[config.mk]
export PLATFORM = sky130hd
export DESIGN_NAME = branch_redirect_ctrl
export DESIGN_NICKNAME = d
export VERILOG_FILES = /design/src/rtl/branch_redirect_ctrl.sv
export SDC_FILE = /design/constraint.sdc
export NUM_CORES = 1
export LEC_CHECK = 0
export CORE_UTILIZATION = 43
export CTS_BUF_LIST = sky130_fd_sc_hd__clkbuf_8
export DETAILED_ROUTE_END_ITERATION = 8
export GPL_TIMING_DRIVEN = 0
export HOLD_SLACK_MARGIN = 0.08
export PLACE_DENSITY = 0.84
export SLEW_MARGIN = 5
export SYNTH_ARGS = -nofsm -noshare
export SYNTH_HDL_FRONTEND = slang
export SYNTH_SLANG_ARGS = --single-unit
[constraint.sdc]
create_clock -name clk -period 2.6 [get_ports clk]
set_input_delay 0.52 -clock clk [delete_from_list [all_inputs] [get_ports clk]]
set_output_delay 0.52 -clock clk [all_outputs]
set_load 0.005 [all_outputs]
[src/rtl/branch_redirect_ctrl.sv]
// branch_redirect_ctrl
//   Fetch-side PC sequencer. Owns the fetch PC, steps it by 4 on each accepted
//   fetch, redirects to resolved taken-branch targets with a multi-cycle IF/ID
//   flush, and traps on misaligned targets.
//
// Optional feature macro: BRANCH_STATS_EN
//   defined   : br_count / br_taken_count are saturating 32-bit counters
//   undefined : both ports are tied to zero and no counter flops exist
//
// Ports
//   clk            in   system clock, rising edge
//   rstn           in   asynchronous active-low reset
//   stall          in   hazard stall, PC held while high
//   br_valid       in   execute stage presents a resolved branch
//   br_taken       in   branch outcome, qualified by br_valid
//   br_target      in   redirect target (npc from the address calculator)
//   fetch_ready    in   instruction memory accepts pc_out this cycle
//   pc_out         out  current fetch address
//   pc_valid       out  pc_out is a fetch request
//   flush          out  clear IF/ID pipeline registers
//   halted         out  misaligned-target trap taken
//   br_count       out  resolved-branch counter
//   br_taken_count out  taken-branch counter
//
// State table
//   state | meaning
//   BOOT  | first cycle after reset release, no fetch issued
//   FETCH | sequential fetch, pc_valid high
//   FLUSH | redirect in progress, flush high for FlushDepth cycles
//   HALT  | misaligned target trapped, left only by reset

module branch_redirect_ctrl #(
  parameter int                     WordSize    = 32,
  parameter logic [WordSize-1:0]    ResetVector = '0,
  parameter int                     FlushDepth  = 2    // legal range 1..15
) (
  input  logic                clk,
  input  logic                rstn,
  input  logic                stall,
  input  logic                br_valid,
  input  logic                br_taken,
  input  logic [WordSize-1:0] br_target,
  input  logic                fetch_ready,
  output logic [WordSize-1:0] pc_out,
  output logic                pc_valid,
  output logic                flush,
  output logic                halted,
  output logic [31:0]         br_count,
  output logic [31:0]         br_taken_count
);

  typedef enum logic [1:0] {
    BOOT  = 2'd0,
    FETCH = 2'd1,
    FLUSH = 2'd2,
    HALT  = 2'd3
  } state_t;

  localparam logic [3:0] FlushLoad = 4'(FlushDepth);

  state_t              state_q, state_d;
  logic [WordSize-1:0] pc_q, pc_d;
  logic [3:0]          flush_cnt_q, flush_cnt_d;

  always_ff @(posedge clk or negedge rstn) begin
    if (!rstn) begin
      state_q     <= BOOT;
      pc_q        <= ResetVector;
      flush_cnt_q <= '0;
    end else begin
      state_q     <= state_d;
      pc_q        <= pc_d;
      flush_cnt_q <= flush_cnt_d;
    end
  end

  always_comb begin
    state_d     = state_q;
    pc_d        = pc_q;
    flush_cnt_d = flush_cnt_q;
    case (state_q)
      BOOT: state_d = FETCH;
      FETCH: begin
        // A taken redirect wins over stall; a misaligned one traps and leaves
        // the PC at the last sequential address.
        if (br_valid && br_taken) begin
          if (br_target[1:0] != 2'b00) begin
            state_d = HALT;
          end else begin
            pc_d        = br_target;
            flush_cnt_d = FlushLoad;
            state_d     = FLUSH;
          end
        end else if (!stall && fetch_ready) begin
          pc_d = pc_q + WordSize'(4);
        end
      end
      FLUSH: begin
        // Loaded with FlushDepth, leaves on the cycle it reads 1, giving
        // exactly FlushDepth flush cycles.
        if (flush_cnt_q <= 4'd1) begin
          flush_cnt_d = '0;
          state_d     = FETCH;
        end else begin
          flush_cnt_d = flush_cnt_q - 4'd1;
        end
      end
      HALT: state_d = HALT;
      default: state_d = BOOT;
    endcase
  end

  // Outputs come from registered state and PC only.
  assign pc_out   = pc_q;
  assign pc_valid = (state_q == FETCH);
  assign flush    = (state_q == FLUSH) || (state_q == HALT);
  assign halted   = (state_q == HALT);

`ifdef BRANCH_STATS_EN
  logic [31:0] br_cnt_q;
  logic [31:0] tk_cnt_q;
  logic        stat_en;

  assign stat_en = br_valid && ((state_q == FETCH) || (state_q == FLUSH));

  always_ff @(posedge clk or negedge rstn) begin
    if (!rstn) begin
      br_cnt_q <= '0;
      tk_cnt_q <= '0;
    end else begin
      if (stat_en && (br_cnt_q != 32'hFFFF_FFFF)) br_cnt_q <= br_cnt_q + 32'd1;
      if (stat_en && br_taken && (tk_cnt_q != 32'hFFFF_FFFF)) tk_cnt_q <= tk_cnt_q + 32'd1;
    end
  end

  assign br_count       = br_cnt_q;
  assign br_taken_count = tk_cnt_q;
`else
  assign br_count       = '0;
  assign br_taken_count = '0;
`endif

endmodule

==> results of run 1 <==
[power groups by stage]
stage                     Sequential, mW  Clock [mW]  Combinational [mW]
after global routing               0.870       0.460               0.676
after detailed placement           0.854           0               0.610
after global placement             0.849           0               0.589
final                              0.847       0.440               0.615
after CTS                          0.844       0.436               0.614
after floorplan                    0.828           0               0.311
[layer usage]
layer / vias up / routed length [um] / track usage
met5: - / 0 / 0
met4: 0 / 242 / 0.106
met3: 26 / 698 / 0.0396
met2: 161 / 4010 / 0.421
met1: 1454 / 3480 / 0.299
li1: 1438 / - / -
[state kept, by name (all words and copies together) (netlist names)]
| name | count |
|---|---|
| state_q | 2 |
| pc_out | 32 |
| flush_cnt_q | 4 |
[logic make-up (layout without fill, tap and decap cells)]
kind of cell / after synthesis / count (layout) / synth area share
fa+ha+maj: 3 / 3 / 0.0131
flops: 38 / 38 / 0.331
simple gates: 116 / 116 / 0.222
compound gates: 100 / 100 / 0.216
buf+inv: 95 / 177 / 0.213
other cells: 1 / 64 / 0.00131
mux: 1 / 1 / 0.00349
[cells in the final DEF, fill, tap and decap left out, drive strengths merged, types with 5 or more instances in the layout]
master,n
a21oi,28
a2bb2oi,8
a31oi,6
and3,9
buf,71
clkbuf,21
clkdlybuf4s50,71
conb,64
dfrtp,38
inv,12
nand2,27
nand3,14
nand4,13
nor2,17
nor3,7
nor4,5
o21ai,30
o22ai,8
[area by class of cell]
type | instances | share of cell area
well taps | 77 | 0.0239
clock buffers | 6 | 0.0204
inverters | 11 | 0.0102
clock inverters | 2 | 0.00217
multi-input cells | 284 | 0.382
repair buffers | 74 | 0.185
plain buffers | 84 | 0.141
flip-flops and latches | 38 | 0.235
[worst max path at each step]
| stage | startpoint | endpoint | depth (start not counted) |
|---|---|---|---|
| 6_report | br_valid | pc_out[8]$_DFFE_PN0P_ | 7 |
| 4_1_cts | br_valid | pc_out[8]$_DFFE_PN0P_ | 7 |
| 3_3_place_gp | br_valid | pc_out[31]$_DFFE_PN0P_ | 8 |
| 2_1_floorplan | br_target[0] | flush_cnt_q[2]$_DFFE_PN0P_ | 5 |
| 5_1_grt | br_valid | pc_out[8]$_DFFE_PN0P_ | 7 |
| 3_5_place_dp | br_valid | pc_out[8]$_DFFE_PN0P_ | 7 |
[worst max-delay path, cell delays in order]
cell and delay, ns:
clkdlybuf4s50_1 0.47, nand2_1 0.23, nand2b_1 0.18, a21o_1 0.12, clkbuf_1 0.45, clkbuf_1 0.48, o21ai_0 0.20
[stage by stage]
step / power [mW] / instance area, um2 / setup slack [ns]
2_1_floorplan: 1.14 / 3110 / 0.703
3_3_place_gp: 1.44 / 3920 / -0.129
3_5_place_dp: 1.46 / 3940 / -0.150
4_1_cts: 1.89 / 4040 / 0.112
5_1_grt: 2.01 / 4040 / 0.00120
6_report: 1.90 / 4040 / 0.0881
==> flow_metrics.tcl, run 1 <==
set metrics [dict create \
    cts_tree "done" \
    grt_setup_unrepaired "false" \
    min_period_ns 2.51 \
    worstSetupPathType "in -> reg" \
    wl_per_cell_um 14.6 \
    swShare 0.329 \
    worstHoldPathType "reg -> reg" \
    final_antenna_net_count 0 \
    gp_congestion 0.943 \
    io_pins 137 \
    drtIter0Drc 252 \
    setup_viol 0 \
    vdd_drop_max_uv 321 \
    hold_buffers 1 \
    synth_common_cells "buf_4, dfrtp_1, o21ai_0" \
    synth_seq_area_share 0.331 \
    seqCellArea_um2 951 \
    die_w_um 83.7 \
    min_to "pc_out[1]$_DFFE_PN0P_" \
    netlist-cell-type-count 49 \
    numCtsBuffers 5 \
    maxSlewViolCount 0 \
    hold_viol 0 \
    routed-via-count 3079 \
    p_sw_mw 0.625 \
    p_clk_frac 0.231 \
    stdcell_count 576 \
    grt_max_degree 38 \
    path_max_fanout 10 \
    fp.dieH_um 83.7 \
    htreeDepth 2 \
    end_kind "flip-flop" \
    cap_violations 0 \
    clock_path_buffers 2 \
    worst_pin_slew_ns 0.591 \
    syn-mean-instance-area_um2 8.10 \
    first_global_vias 2867 \
    synth_edf_count 0 \
    diodes 0 \
    clkTransAtPathRegs_ns 0.08 \
    grt_usage 0.244 \
    overflow 0 \
    leakage_nw 1.85 \
    r2r_start "state_q[1]$_DFFE_PN0P_" \
    antenna_found_initial 0 \
    relSlewSlack 0.606 \
    fin_crit_sh 0.966 \
    multi_input_area_mm2 0.00154 \
    p_per_area_mw_per_mm2 471 \
    rrSetupSlack_ns 0.38 \
    root_buffer "clkbuf_8" \
    ctsResizeCount 0 \
    min_from "pc_out[1]$_DFFE_PN0P_" \
    synth_cells 354 \
    port_buffers 72 \
    drive_gt1_frac 0.180 \
    place_hpwl_mm 6.19 \
    startpoint_type "input port" \
    crit_required_ns 2.75 \
    areaGrowthSynthToFinish_pct 40.8 \
    grt_pass1_wl_mm 13.7 \
    rr_endpoint "flush_cnt_q[2]$_DFFE_PN0P_" \
    fin_util 0.632 \
    synthesis.area_mm2 0.00287 \
    synth_area_leaders "dfrtp_1, buf_4, o21ai_0" \
    clock_latency_ns 0.30 \
    yosysTopAreaCell "dfrtp_1" \
    die_area_mm2 0.00700 \
    ys.flop_type "dfrtp_1" \
    synth.most_common_cell "buf_4" \
    synth_top_area_frac 0.331 \
    core_mm2 0.00639 \
    remaining_drc_errors 0 \
    fin_hold_ws_ns 0.512 \
    intPower_mw 1.28 \
    synth-seq-cells 38 \
    reg2regPathDepth 5 \
    hold_path_depth 1 \
    final_nets 539 \
    start_util 0.449 \
    fin_setup_tns_ns 0 \
    seqPwrFrac 0.445 \
    routed_via_density 5.35 \
    power_frac_comb 0.323 \
    fmax_mhz 398 \
    dpl.cell_count 567 \
    synthArstFlopShare 1.00 \
    fill_cells 585 \
    skew_ns 0.00617 \
    cts_setup_buffers 0 \
    synth_warnings 0 \
    drt_pass1_iterations 5 \
    status "complete, no violations" \
    worst_ep_arrival_time_ns 2.66 \
    wirelength_mm 8.43 \
    rows 29 \
    cts.sinks 38 \
]
No activity file was read; power rests on OpenSTA's default activity.
==> run 2, diff against run 1 <==
Settings changed: SLEW_MARGIN 5 to unset.
==> run 2 against run 1 <==
Hold slack got worse by 0.18 ns. Routed wire length about the same. Final area rose by 0.53%. Critical path depth increased by 1. Combinational power is essentially flat. Flip-flop and latch count unchanged. Core utilization increased by 0.33 points. Global-route usage down 0.92 points. Sequential share of layout area shrank 0.12 points. Non-clock buffer count decreased by 2. Setup slack better by 0.027 ns. Largest cell class unchanged. Largest power group unchanged.
==> flow_metrics.tcl, run 2 (synthesis results as in run 1) <==
set metrics [dict create \
    root_buffer "clkbuf_8" \
    areaGrowthSynthToFinish_pct 41.5 \
    p_clk_frac 0.306 \
    worst_pin_slew_ns 0.888 \
    crit_buf_inv 3 \
    path_cells "clkdlybuf4s50_1 > and2_1 > clkbuf_1 > nand2_1 > a21oi_1 > clkbuf_1 > o21ai_0 > mux2i_1" \
    stdcell_count 574 \
    power_frac_comb 0.291 \
    multi_input_area_mm2 0.00154 \
    final_antenna_net_count 0 \
    remaining_drc_errors 0 \
    start_util 0.449 \
    worstSetupPathType "in -> reg" \
    seqCellArea_um2 951 \
    leakage_nw 1.86 \
    status "complete, no violations" \
    gp_congestion 0.943 \
    drive_gt1_frac 0.181 \
    wirelength_mm 8.43 \
    final_cell_mix "clkdlybuf4s50_1, buf_4, conb_1" \
    cap_violations 0 \
    end_kind "flip-flop" \
    p_per_area_mw_per_mm2 519 \
    fp.dieH_um 83.7 \
    routed_via_density 5.41 \
    cts.sinks 38 \
    critPathSlowestCell "clkbuf_1" \
    maxSlewViolCount 0 \
    seqPwrFrac 0.403 \
    fin_crit_sh 0.956 \
    fill_cells 579 \
    startpoint_type "input port" \
    vdd_drop_max_uv 422 \
    die_area_mm2 0.00700 \
    clock_latency_ns 0.30 \
    reg2regPathDepth 5 \
    relSlewSlack 0.408 \
    final_area_mm2 0.00406 \
    path_depth 8 \
    grt_max_degree 39 \
    htreeDepth 2 \
    clkTransAtPathRegs_ns 0.09 \
    intPower_mw 1.47 \
    largest_reg_flops 32 \
    setup_viol 0 \
    crit_required_ns 2.82 \
    final_common_cell "clkdlybuf4s50_1" \
    diodes 0 \
    io_pins 137 \
    place_hpwl_mm 6.16 \
    overflow 0 \
    min_period_ns 2.49 \
    path_common_cell "clkbuf_1" \
    hold_viol 0 \
    wl_per_cell_um 14.7 \
    grt_usage 0.235 \
    first_global_vias 2787 \
    die_w_um 83.7 \
    placed_cell_area_mm2 0.00392 \
    ctsResizeCount 0 \
    skew_ns 0.0114 \
    fmax_mhz 402 \
    antenna_found_initial 0 \
    rows 29 \
    routed-via-count 3103 \
    numCtsBuffers 5 \
    core_mm2 0.00639 \
    worst_ep_arrival_time_ns 2.71 \
    port_buffers 72 \
    cts_setup_buffers 0 \
    cts_tree "done" \
    hold_buffers 0 \
    worstHoldPathType "in -> async" \
    path_max_fanout 10 \
    swShare 0.301 \
    path_delay_family "buffers and inverters" \
    dpl.cell_count 566 \
    grt_setup_unrepaired "false" \
    drt_pass1_iterations 5 \
    p_sw_mw 0.633 \
    clock_path_buffers 2 \
    fin_setup_tns_ns 0 \
    max_stage_delay_ns 0.51 \
    grt_pass1_wl_mm 13.2 \
    drtIter0Drc 303 \
    final_nets 537 \
]
run 2: changes by cell type in the layout (fill, tap and decap cells not counted):
cell,delta
bufinv_16,+2
buf_12,-1
clkinv_2,-1
dlygate4sd3_1,-1
inv_1,-1
run 2: per-stage QoR:
step,setup WS [ns],utilization,hold WS (ns),power [mW]
6_report,0.115,0.636,0.335,2.11
4_1_cts,0.124,0.636,0.364,2.09
3_3_place_gp,-0.129,0.614,0.483,1.44
2_1_floorplan,0.703,-,0.224,1.14
5_1_grt,0.0378,0.636,0.416,2.20
3_5_place_dp,-0.138,0.613,0.489,1.46
run 2: cell type report:
type / instances / area share
inverters: 11 / 0.0102
plain buffers: 84 / 0.141
clock inverters: 2 / 0.0148
flip-flops and latches: 38 / 0.234
repair buffers: 72 / 0.176
well taps: 77 / 0.0237
multi-input cells: 284 / 0.380
clock buffers: 6 / 0.0203
run 2: worst reg2reg max path, delay by kind of cell, from the launching register on:
family           cells  cell delay (ns)
AND/OR/NAND/NOR      3             1.31
flip-flops           1             0.44
AO/OA/AOI/OAI        2             0.31
run 2: final timing paths:
| check | start | to | slack (ns) |
|---|---|---|---|
| worst min register to register | pc_out[0]$_DFFE_PN0P_ | pc_out[0]$_DFFE_PN0P_ | 0.50 |
| min in group clk | pc_out[0]$_DFFE_PN0P_ | pc_out[0]$_DFFE_PN0P_ | 0.50 |
| worst min-delay path | rstn | pc_out[1]$_DFFE_PN0P_ | 0.33 |
| worst max register to register | state_q[1]$_DFFE_PN0P_ | flush_cnt_q[2]$_DFFE_PN0P_ | 0.42 |
| max in group asynchronous | rstn | pc_out[9]$_DFFE_PN0P_ | 1.71 |
| worst max-delay path | br_valid | pc_out[2]$_DFFE_PN0P_ | 0.11 |
run 2: routing by layer:
| layer | part of all wire | vias up | global-route usage |
|---|---|---|---|
| met2 | 0.48 | 194 | 0.397 |
| met4 | 0.023 | 0 | 0.0971 |
| li1 | - | 1435 | - |
| met3 | 0.088 | 20 | 0.0406 |
| met1 | 0.41 | 1454 | 0.295 |
| met5 | 0 | - | 0 |
run 2: power by group through the flow:
stage	registers, mW	logic [mW]	clock network, mW
after detailed placement	0.854	0.607	0
after global routing	0.871	0.667	0.661
after floorplan	0.828	0.311	0
final	0.849	0.612	0.645
after CTS	0.844	0.610	0.640
after global placement	0.849	0.589	0
==> run 3, diff against run 2 <==
Settings changed: CORE_UTILIZATION 43 to 42, CTS_BUF_LIST sky130_fd_sc_hd__clkbuf_8 to unset, PLACE_DENSITY 0.84 to 0.82.
==> run 3 against run 2 <==
The flow now finishes with violations (DRC). Setup slack gained 0.061 ns. Core utilization decreased by 1.6 points. Clock power decreased by 36%. Critical path depth stayed put. Count of clock-buffer cells in the layout unchanged. Global-route usage increased by 0.43 points. Power shrank 11%. Critical path type unchanged. Critical endpoint is now pc_out[5]$_DFFE_PN0P_. Largest cell class unchanged. Highest routed layer unchanged.
==> flow_metrics.tcl, run 3 (synthesis results as in run 1) <==
set metrics [dict create \
    setup_slack_ns 0.176 \
    place_hpwl_mm 6.27 \
    status "finished, violations left" \
    drtIter0Drc 298 \
    final_cell_mix "clkdlybuf4s50_1, buf_4, conb_1" \
    final_antenna_net_count 0 \
    clock_path_buffers 2 \
    relSlewSlack 0.403 \
    grt_max_degree 39 \
    grt_usage 0.239 \
    overflow 0 \
    fill_cells 612 \
    cts_setup_buffers 0 \
    diodes 0 \
    antenna_found_initial 0 \
    skew_ns 0.00581 \
    port_buffers 72 \
    drive_gt1_frac 0.182 \
    violations "DRC" \
    leakage_nw 1.83 \
    cts.sinks 38 \
    setup_viol 0 \
    end_kind "flip-flop" \
    path_max_fanout 10 \
    die_w_um 84.7 \
    seqCellArea_um2 951 \
    vdd_drop_max_uv 225 \
    pre_cts_slack_ns -0.185 \
    io_pins 137 \
    maxSlewViolCount 0 \
    gp_congestion 0.940 \
    areaGrowthSynthToFinish_pct 39.5 \
    first_global_vias 2773 \
    rows 29 \
    routed_via_density 5.29 \
    numCtsBuffers 5 \
    final_nets 537 \
    routed-via-count 3025 \
    worst_pin_slew_ns 0.896 \
    startpoint_type "input port" \
    worstHoldPathType "in -> async" \
    worstSetupPathType "in -> reg" \
    wirelength_mm 8.42 \
    clkTransAtPathRegs_ns 0.07 \
    worst_ep_arrival_time_ns 2.57 \
    min_period_ns 2.42 \
    cts_tree "done" \
    crit_required_ns 2.75 \
    die_area_mm2 0.00717 \
    fmax_mhz 413 \
    multi_input_area_mm2 0.00154 \
    root_buffer "clkbuf_8" \
    grt_setup_unrepaired "false" \
    remaining_drc_errors 12 \
    hold_viol 0 \
    core_mm2 0.00646 \
    drt_pass1_iterations 8 \
    final_common_cell "clkdlybuf4s50_1" \
    start_util 0.444 \
    clock_latency_ns 0.29 \
    p_per_area_mw_per_mm2 467 \
    dpl.cell_count 566 \
    fp.dieH_um 84.7 \
    grt_pass1_wl_mm 13.5 \
    stdcell_count 572 \
    largest_reg_flops 32 \
    wl_per_cell_um 14.7 \
    cap_violations 0 \
    hold_buffers 0 \
    htreeDepth 2 \
    fin_crit_sh 0.932 \
]
[run 3: cell types whose count changed in the layout (fill, tap and decap cells not counted), sizes merged]
cell | before | now
bufinv | 2 | 0
[run 3: path summary, 6_finish.rpt]
check,from,endpoint,slack [ns],cells after the start
setup / recovery,br_valid,pc_out[5]$_DFFE_PN0P_,0.18,8
hold / removal,rstn,pc_out[18]$_DFFE_PN0P_,0.35,1
setup reg to reg,state_q[1]$_DFFE_PN0P_,flush_cnt_q[3]$_DFFE_PN0P_,0.43,5
hold reg to reg,pc_out[1]$_DFFE_PN0P_,pc_out[1]$_DFFE_PN0P_,0.50,1
max in group asynchronous,rstn,pc_out[24]$_DFFE_PN0P_,1.69,1
min in group clk,pc_out[1]$_DFFE_PN0P_,pc_out[1]$_DFFE_PN0P_,0.50,1
[run 3: through the flow]
stage	setup TNS [ns]	power, mW	utilization	area, um2	hold WS (ns)
after floorplan	0	1.14	-	3110	0.224
after global placement	-1.34	1.44	0.607	3920	0.484
after detailed placement	-1.89	1.46	0.607	3920	0.485
after CTS	0	1.87	0.619	4000	0.368
after global routing	0	1.98	0.620	4000	0.418
final	0	1.87	0.620	4000	0.353
[run 3: repair_timing]
action | CTS | global route
gates resized for setup | 0 | 4
endpoints found under the setup margin | 0 | 9
endpoints found under the hold margin | 0 | 0
[run 3: cell type report]
cell class,instances,area share
Clock buffer,6,0.0206
Tap cell,77,0.0241
Timing Repair Buffer,72,0.179
Inverter,11,0.0103
Sequential cell,38,0.238
Buffer,84,0.143
Multi-Input combinational cell,284,0.385
[run 3: report_power, final]
part	internal [mW]	leakage, nW	switching, mW
logic	0.362	1.32	0.248
clock network	0.205	0.0431	0.207
registers	0.701	0.472	0.148
total	1.27	1.83	0.603
[run 3: critical path, cell delays in order]
cell,delay (ns)
clkdlybuf4s50_1,0.48
nand2_1,0.24
nand2b_1,0.19
a21o_1,0.12
clkbuf_1,0.40
buf_2,0.37
a21oi_1,0.08
a2bb2oi_1,0.16
[run 3: metal layers]
metal  up-vias  routed length, um  GRT usage
li1       1438                  -          -
met1      1397               3420      0.303
met2       175               4110      0.417
met3        15                773     0.0462
met4         0                119     0.0632
met5         -                  0          0
